`config.mk`:
```
export PLATFORM = sky130hd
export DESIGN_NAME = scan_ctrl_shifter
export DESIGN_NICKNAME = d
export VERILOG_FILES = /design/src/rtl/scan_ctrl_shifter.sv
export SDC_FILE = /design/constraint.sdc
export NUM_CORES = 1
export LEC_CHECK = 0
export BUFFER_PORTS_ARGS = -buffer_cell sky130_fd_sc_hd__buf_4
export CORE_ASPECT_RATIO = 1.25
export CORE_UTILIZATION = 59
export DETAILED_ROUTE_END_ITERATION = 8
export PLACE_DENSITY = 0.82
export SLEW_MARGIN = 20
export SYNTH_ARGS = -nofsm -noshare
export SYNTH_HDL_FRONTEND = slang
export SYNTH_SLANG_ARGS = --single-unit
```
`constraint.sdc`:
```
create_clock -name SCAN_CLK -period 3.5 [get_ports SCAN_CLK]
set_clock_uncertainty 0.15 [all_clocks]
set_input_delay 0.175 -clock SCAN_CLK [delete_from_list [all_inputs] [get_ports SCAN_CLK]]
set_output_delay 0.175 -clock SCAN_CLK [all_outputs]
set_load 0.01 [all_outputs]
```
`src/rtl/scan_ctrl_shifter.sv`:
```
// Serial scan front end for the odometer control latch: shifts a frame in,
// checks length/parity, then presents CTRL_OUT followed by a clean LOAD pulse.
module scan_ctrl_shifter #(
  parameter int WIDTH          = 5,
  parameter int PARITY_EN      = 1,
  parameter int LOAD_PULSE_CYC = 2
) (
  input  logic             SCAN_CLK,
  input  logic             RESET,
  input  logic             SCAN_EN,
  input  logic             SCAN_IN,
  output logic             SCAN_OUT,
  output logic [0:WIDTH-1] CTRL_OUT,
  output logic             LOAD,
  output logic             BUSY,
  output logic             FRAME_ERR
);

  localparam int FRAME_LEN = WIDTH + PARITY_EN;
  localparam int CNT_W     = $clog2(FRAME_LEN + 2);
  localparam int PC_W      = $clog2(LOAD_PULSE_CYC + 1);

  localparam logic [CNT_W-1:0] CNT_FULL = CNT_W'(FRAME_LEN);
  localparam logic [CNT_W-1:0] CNT_SAT  = CNT_W'(FRAME_LEN + 1);
  localparam logic [PC_W-1:0]  PC_LAST  = PC_W'(LOAD_PULSE_CYC);

  typedef enum logic [1:0] {
    ST_IDLE,
    ST_SHIFT,
    ST_SETUP,
    ST_PULSE
  } state_t;

  state_t                 state_q,   state_d;
  logic [0:FRAME_LEN-1]   sr_q,      sr_d;
  logic [CNT_W-1:0]       cnt_q,     cnt_d;
  logic [PC_W-1:0]        pcnt_q,    pcnt_d;
  logic                   en_prev_q, en_prev_d;
  logic [0:WIDTH-1]       ctrl_q,    ctrl_d;
  logic                   load_q,    load_d;
  logic                   busy_q,    busy_d;
  logic                   err_q,     err_d;

  logic                   parity_ok;
  logic                   frame_ok;
  logic [0:FRAME_LEN-1]   sr_shifted;
  logic [CNT_W-1:0]       cnt_inc;

  always_comb begin
    parity_ok  = (PARITY_EN == 0) || !(^sr_q);
    frame_ok   = (cnt_q == CNT_FULL) && parity_ok;
    sr_shifted = {sr_q[1:FRAME_LEN-1], SCAN_IN};
    // Saturate one past a full frame so overlong frames can never wrap to valid.
    cnt_inc    = (cnt_q == CNT_SAT) ? cnt_q : cnt_q + CNT_W'(1);
  end

  always_comb begin
    // NOTE: every _d gets its hold value first, so no path through the case
    // below can leave a signal unassigned and infer a latch.
    state_d   = state_q;
    sr_d      = sr_q;
    cnt_d     = cnt_q;
    pcnt_d    = pcnt_q;
    ctrl_d    = ctrl_q;
    load_d    = load_q;
    err_d     = err_q;
    en_prev_d = SCAN_EN;

    unique case (state_q)
      ST_IDLE: begin
        // Only a fresh rising SCAN_EN starts a frame; a level held high is ignored.
        if (SCAN_EN && !en_prev_q) begin
          sr_d    = sr_shifted;
          cnt_d   = CNT_W'(1);
          state_d = ST_SHIFT;
        end
      end
      ST_SHIFT: begin
        if (SCAN_EN) begin
          sr_d  = sr_shifted;
          cnt_d = cnt_inc;
        end else begin
          cnt_d = '0;
          if (frame_ok) begin
            ctrl_d  = sr_q[0:WIDTH-1];
            err_d   = 1'b0;
            state_d = ST_SETUP;
          end else begin
            err_d   = 1'b1;
            state_d = ST_IDLE;
          end
        end
      end
      ST_SETUP: begin
        if (SCAN_EN) err_d = 1'b1;
        load_d  = 1'b1;
        pcnt_d  = PC_W'(1);
        state_d = ST_PULSE;
      end
      ST_PULSE: begin
        if (SCAN_EN) err_d = 1'b1;
        if (pcnt_q == PC_LAST) begin
          load_d  = 1'b0;
          pcnt_d  = '0;
          state_d = ST_IDLE;
        end else begin
          pcnt_d = pcnt_q + PC_W'(1);
        end
      end
      default: state_d = ST_IDLE;
    endcase

    busy_d = (state_d != ST_IDLE);
  end

  // NOTE: state is updated with non-blocking assignments so every flop samples
  // the pre-edge values; the shift register is reset too, since SCAN_OUT must
  // read 0 straight out of reset.
  always_ff @(posedge SCAN_CLK or posedge RESET) begin
    if (RESET) begin
      state_q   <= ST_IDLE;
      sr_q      <= '0;
      cnt_q     <= '0;
      pcnt_q    <= '0;
      en_prev_q <= 1'b0;
      ctrl_q    <= '0;
      load_q    <= 1'b0;
      busy_q    <= 1'b0;
      err_q     <= 1'b0;
    end else begin
      state_q   <= state_d;
      sr_q      <= sr_d;
      cnt_q     <= cnt_d;
      pcnt_q    <= pcnt_d;
      en_prev_q <= en_prev_d;
      ctrl_q    <= ctrl_d;
      load_q    <= load_d;
      busy_q    <= busy_d;
      err_q     <= err_d;
    end
  end

  assign SCAN_OUT  = sr_q[0];
  assign CTRL_OUT  = ctrl_q;
  assign LOAD      = load_q;
  assign BUSY      = busy_q;
  assign FRAME_ERR = err_q;

endmodule

```
==> impl_metrics.csv <==
group,metric,value,unit
clock_tree,cts_tree,"yes",
layout,stdcell_count,125,
sta,tightest_slew,0.805,ns
synth,synthAdderAreaFrac,3.64,%
layout,nNetsFinal,115,
synth,netlist_area,1030,um2
clock_tree,cts_buffers,3,
sta,fin_crit_sh,56.4,%
route,vias,703,
clock_tree,clk_pin_slew_worst_paths,0.12,ns
floorplan,start_util,64.5,%
grt,track_usage,21.5,%
synth,synth_top_family_by_area,"simple AND/OR/NAND/NOR gates",
power_and_ir_drop,leakagePower,0.597,nW
floorplan,io_pins,13,
run,max_cap_viol_count,0,
route,drt-initial-drc-count,15,
synth,synth_top_cell_by_area,"dfrtp_1",
synth,yosysTopAreaCellShare,53.3,%
synth,yosys_register_bits,22,
synth,synth_nets,98,
hold_path,min_path_type,"reg -> reg",
sta,hold_viol,0,
route,wl_per_cell,14.1,um
grt,grt_first_pass_wirelength,2900,um
grt,grt_max_degree,23,
critical_path,critical_path_arrival,2.02,ns
placed_design,dp_hpwl,1260,um
placed_design,port_buffers,12,
sta,fmax,506,MHz
clock_tree,cts_resized,0,
grt,grt_overflow,0,
synth,synth_area_leaders,"dfrtp_1 53%, mux2_2 6.5%, mux2_4 4.4%",
critical_path,reg2regPathDepth,5,
critical_path,start_kind,"flip-flop",
floorplan,die_w,39.4,um
floorplan,core_area,1600,um2
critical_path,cp_cell_sequence,"xnor2_2, xnor3_1, xor2_1, nand2_2, mux2_4",
clock_tree,cts_buffer_depth,2,
critical_path,cp-end-kind,"flip-flop",
clock_tree,cts_sinks,22,
run_status,status,"completed",
critical_path,r2r-end,"CTRL_OUT[0]",
synth,yosys_warnings,0,
clock_tree,postCtsHoldBufs,3,
synth,synth-xor-area-share,7.15,%
clock_tree,cts_max_level,1,
route,drt_pass1_iterations,2,
synth,synth-simple-area-share,11.6,%
synth,syn_area_per_cell,11.3,um2
critical_path,crit_required,3.54,ns
sta,maxSlewViolCount,0,
route,drc,0,
clock_tree,cts_root_buffer,"clkbuf_4",
synth,synth_compound_area_share,10.3,%
layout,fill_cells,110,
synth,synthCells,91,
critical_path,r2r_start,"sr_q[5]",
critical_path,worst_path_max_delay_cell,"dfrtp_1",
sta,setup_viol,0,
synth,synth.area.mux_share,10.9,%
floorplan,die-area,1920,um2
sta,grt_setup_unrepaired,"false",
layout,n_antenna_cell,0,
grt,grt_pass1_vias,691,
layout,final_layout_size_suffix_gt1_share,25.2,%
sta,timing.setup.tns,0,ns
critical_path,crit_type,"reg -> reg",
layout,area_delta_synth_final,17.7,%
synth,synth-seq-area-share,53.3,%
floorplan,die_h,48.8,um
clock_tree,postCtsSetupRepairBufs,0,
clock_tree,clock_latency,0.30,ns
sta,fin_crit,1.97,ns
critical_path,regToRegSetupSlack,1.53,ns
floorplan,num_rows,16,
layout,final_common_cell,"dfrtp_1",
power_and_ir_drop,p_per_area,581,nW/um2
power_and_ir_drop,peakVddDrop,0.418,mV
placed_design,gp_congestion,0.688,
route,routed_wl,1760,um
synth,synth.distinct_cells,28,
placed_design,dp_cells,118,
route,vias_per_cell,5.62,
sta,relSlewSlack,46.3,%
route,ant_nets,0,
critical_path,cp-endpoint,"CTRL_OUT[0]",
critical_path,crit_start,"sr_q[5]",
critical_path,cpPeakStageDelay,0.43,ns
layout,final_cell_mix,"22 x dfrtp_1, 12 x buf_4, 10 x nand2_1",
critical_path,cp_max_fo,5,
grt,antenna_found_initial,0,
-- sequential cells by signal (all words and copies together) (netlist names) --
name       flops
cnt_q          3
CTRL_OUT       5
pcnt_q         2
state_q        2
FRAME_ERR      1
LOAD           1
BUSY           1
sr_q           6
en_prev_q      1
-- worst max-delay path: cells and delay by family (launching register included) --
family	cells	cell delay, ns
flip-flops	1	0.43
multiplexers	1	0.32
XOR/XNOR	3	0.83
AND/OR/NAND/NOR	1	0.15
-- where the power goes --
part / total, W / switching (W) / leakage [nW] / internal (W)
sequential: 0.000322 / 0.0000378 / 0.283 / 0.000285
combinational: 0.000196 / 0.0000898 / 0.287 / 0.000106
clock: 0.000188 / 0.0000726 / 0.0279 / 0.000116
total: 0.000706 / 0.000200 / 0.597 / 0.000506
-- cell usage after synthesis --
library cell and count:
a211oi_1 1, a21oi_1 5, a22o_1 1, a22oi_1 1, and3_1 1, buf_2 1
clkbuf_1 2, dfrtp_1 22, ha_1 3, inv_1 5, mux2_2 6, mux2_4 3
nand2_1 10, nand2_2 1, nand2b_1 2, nand3_1 3, nand4_1 2, nor2_1 4
nor3b_1 2, o211ai_1 1, o21a_1 1, o21ai_0 6, o21ai_1 1, o31ai_1 1
xnor2_1 3, xnor2_2 1, xnor3_1 1, xor2_1 1
-- area by class of cell --
class | instances | area, um2 | area share [%]
repair buffers | 15 | 120 | 9.89
inverters | 5 | 18.8 | 1.54
well taps | 18 | 22.5 | 1.85
flip-flops and latches | 22 | 551 | 45.3
clock buffers | 3 | 22.5 | 1.85
clock inverters | 1 | 30.0 | 2.47
multi-input cells | 61 | 450 | 37.1
-- cells by family (layout without fill, tap and decap cells) --
logic type      after synthesis  in the layout
simple gates                 25             25
flops                        22             22
compound gates               18             18
mux                           9              9
buf+inv                       8             24
xor+xnor                      6              6
fa+ha+maj                     3              3
-- routing by layer --
layer	GRT usage [%]	wire length (um)	up-vias
li1	-	-	344
met1	28.9	793	351
met2	35.8	936	8
met3	4.13	34	0
met4	3.45	0	0
met5	0	0	-
-- worst min path at each step --
stage                     slack [ns]  cells past startpoint   endpoint  startpoint
after floorplan                 0.01                      1       BUSY       RESET
after global placement          0.21                      1  en_prev_q     SCAN_EN
after detailed placement        0.20                      1  en_prev_q     SCAN_EN
after CTS                       0.36                      2       LOAD        LOAD
after global routing            0.38                      2       LOAD        LOAD
final                           0.35                      2       LOAD        LOAD
-- through the flow --
stage	cell area (um2)	setup WS (ns)	utilization (%)	hold WS, ns	total power (W)
5_1_grt	1210	1.42	75.9	0.376	0.000739
3_3_place_gp	1130	1.60	70.7	0.207	0.000510
2_1_floorplan	1030	1.61	-	0.0142	0.000477
3_5_place_dp	1130	1.54	70.7	0.205	0.000518
4_1_cts	1210	1.52	75.9	0.356	0.000710
6_report	1210	1.53	75.9	0.346	0.000706
No activity file was read; power rests on OpenSTA's default activity.
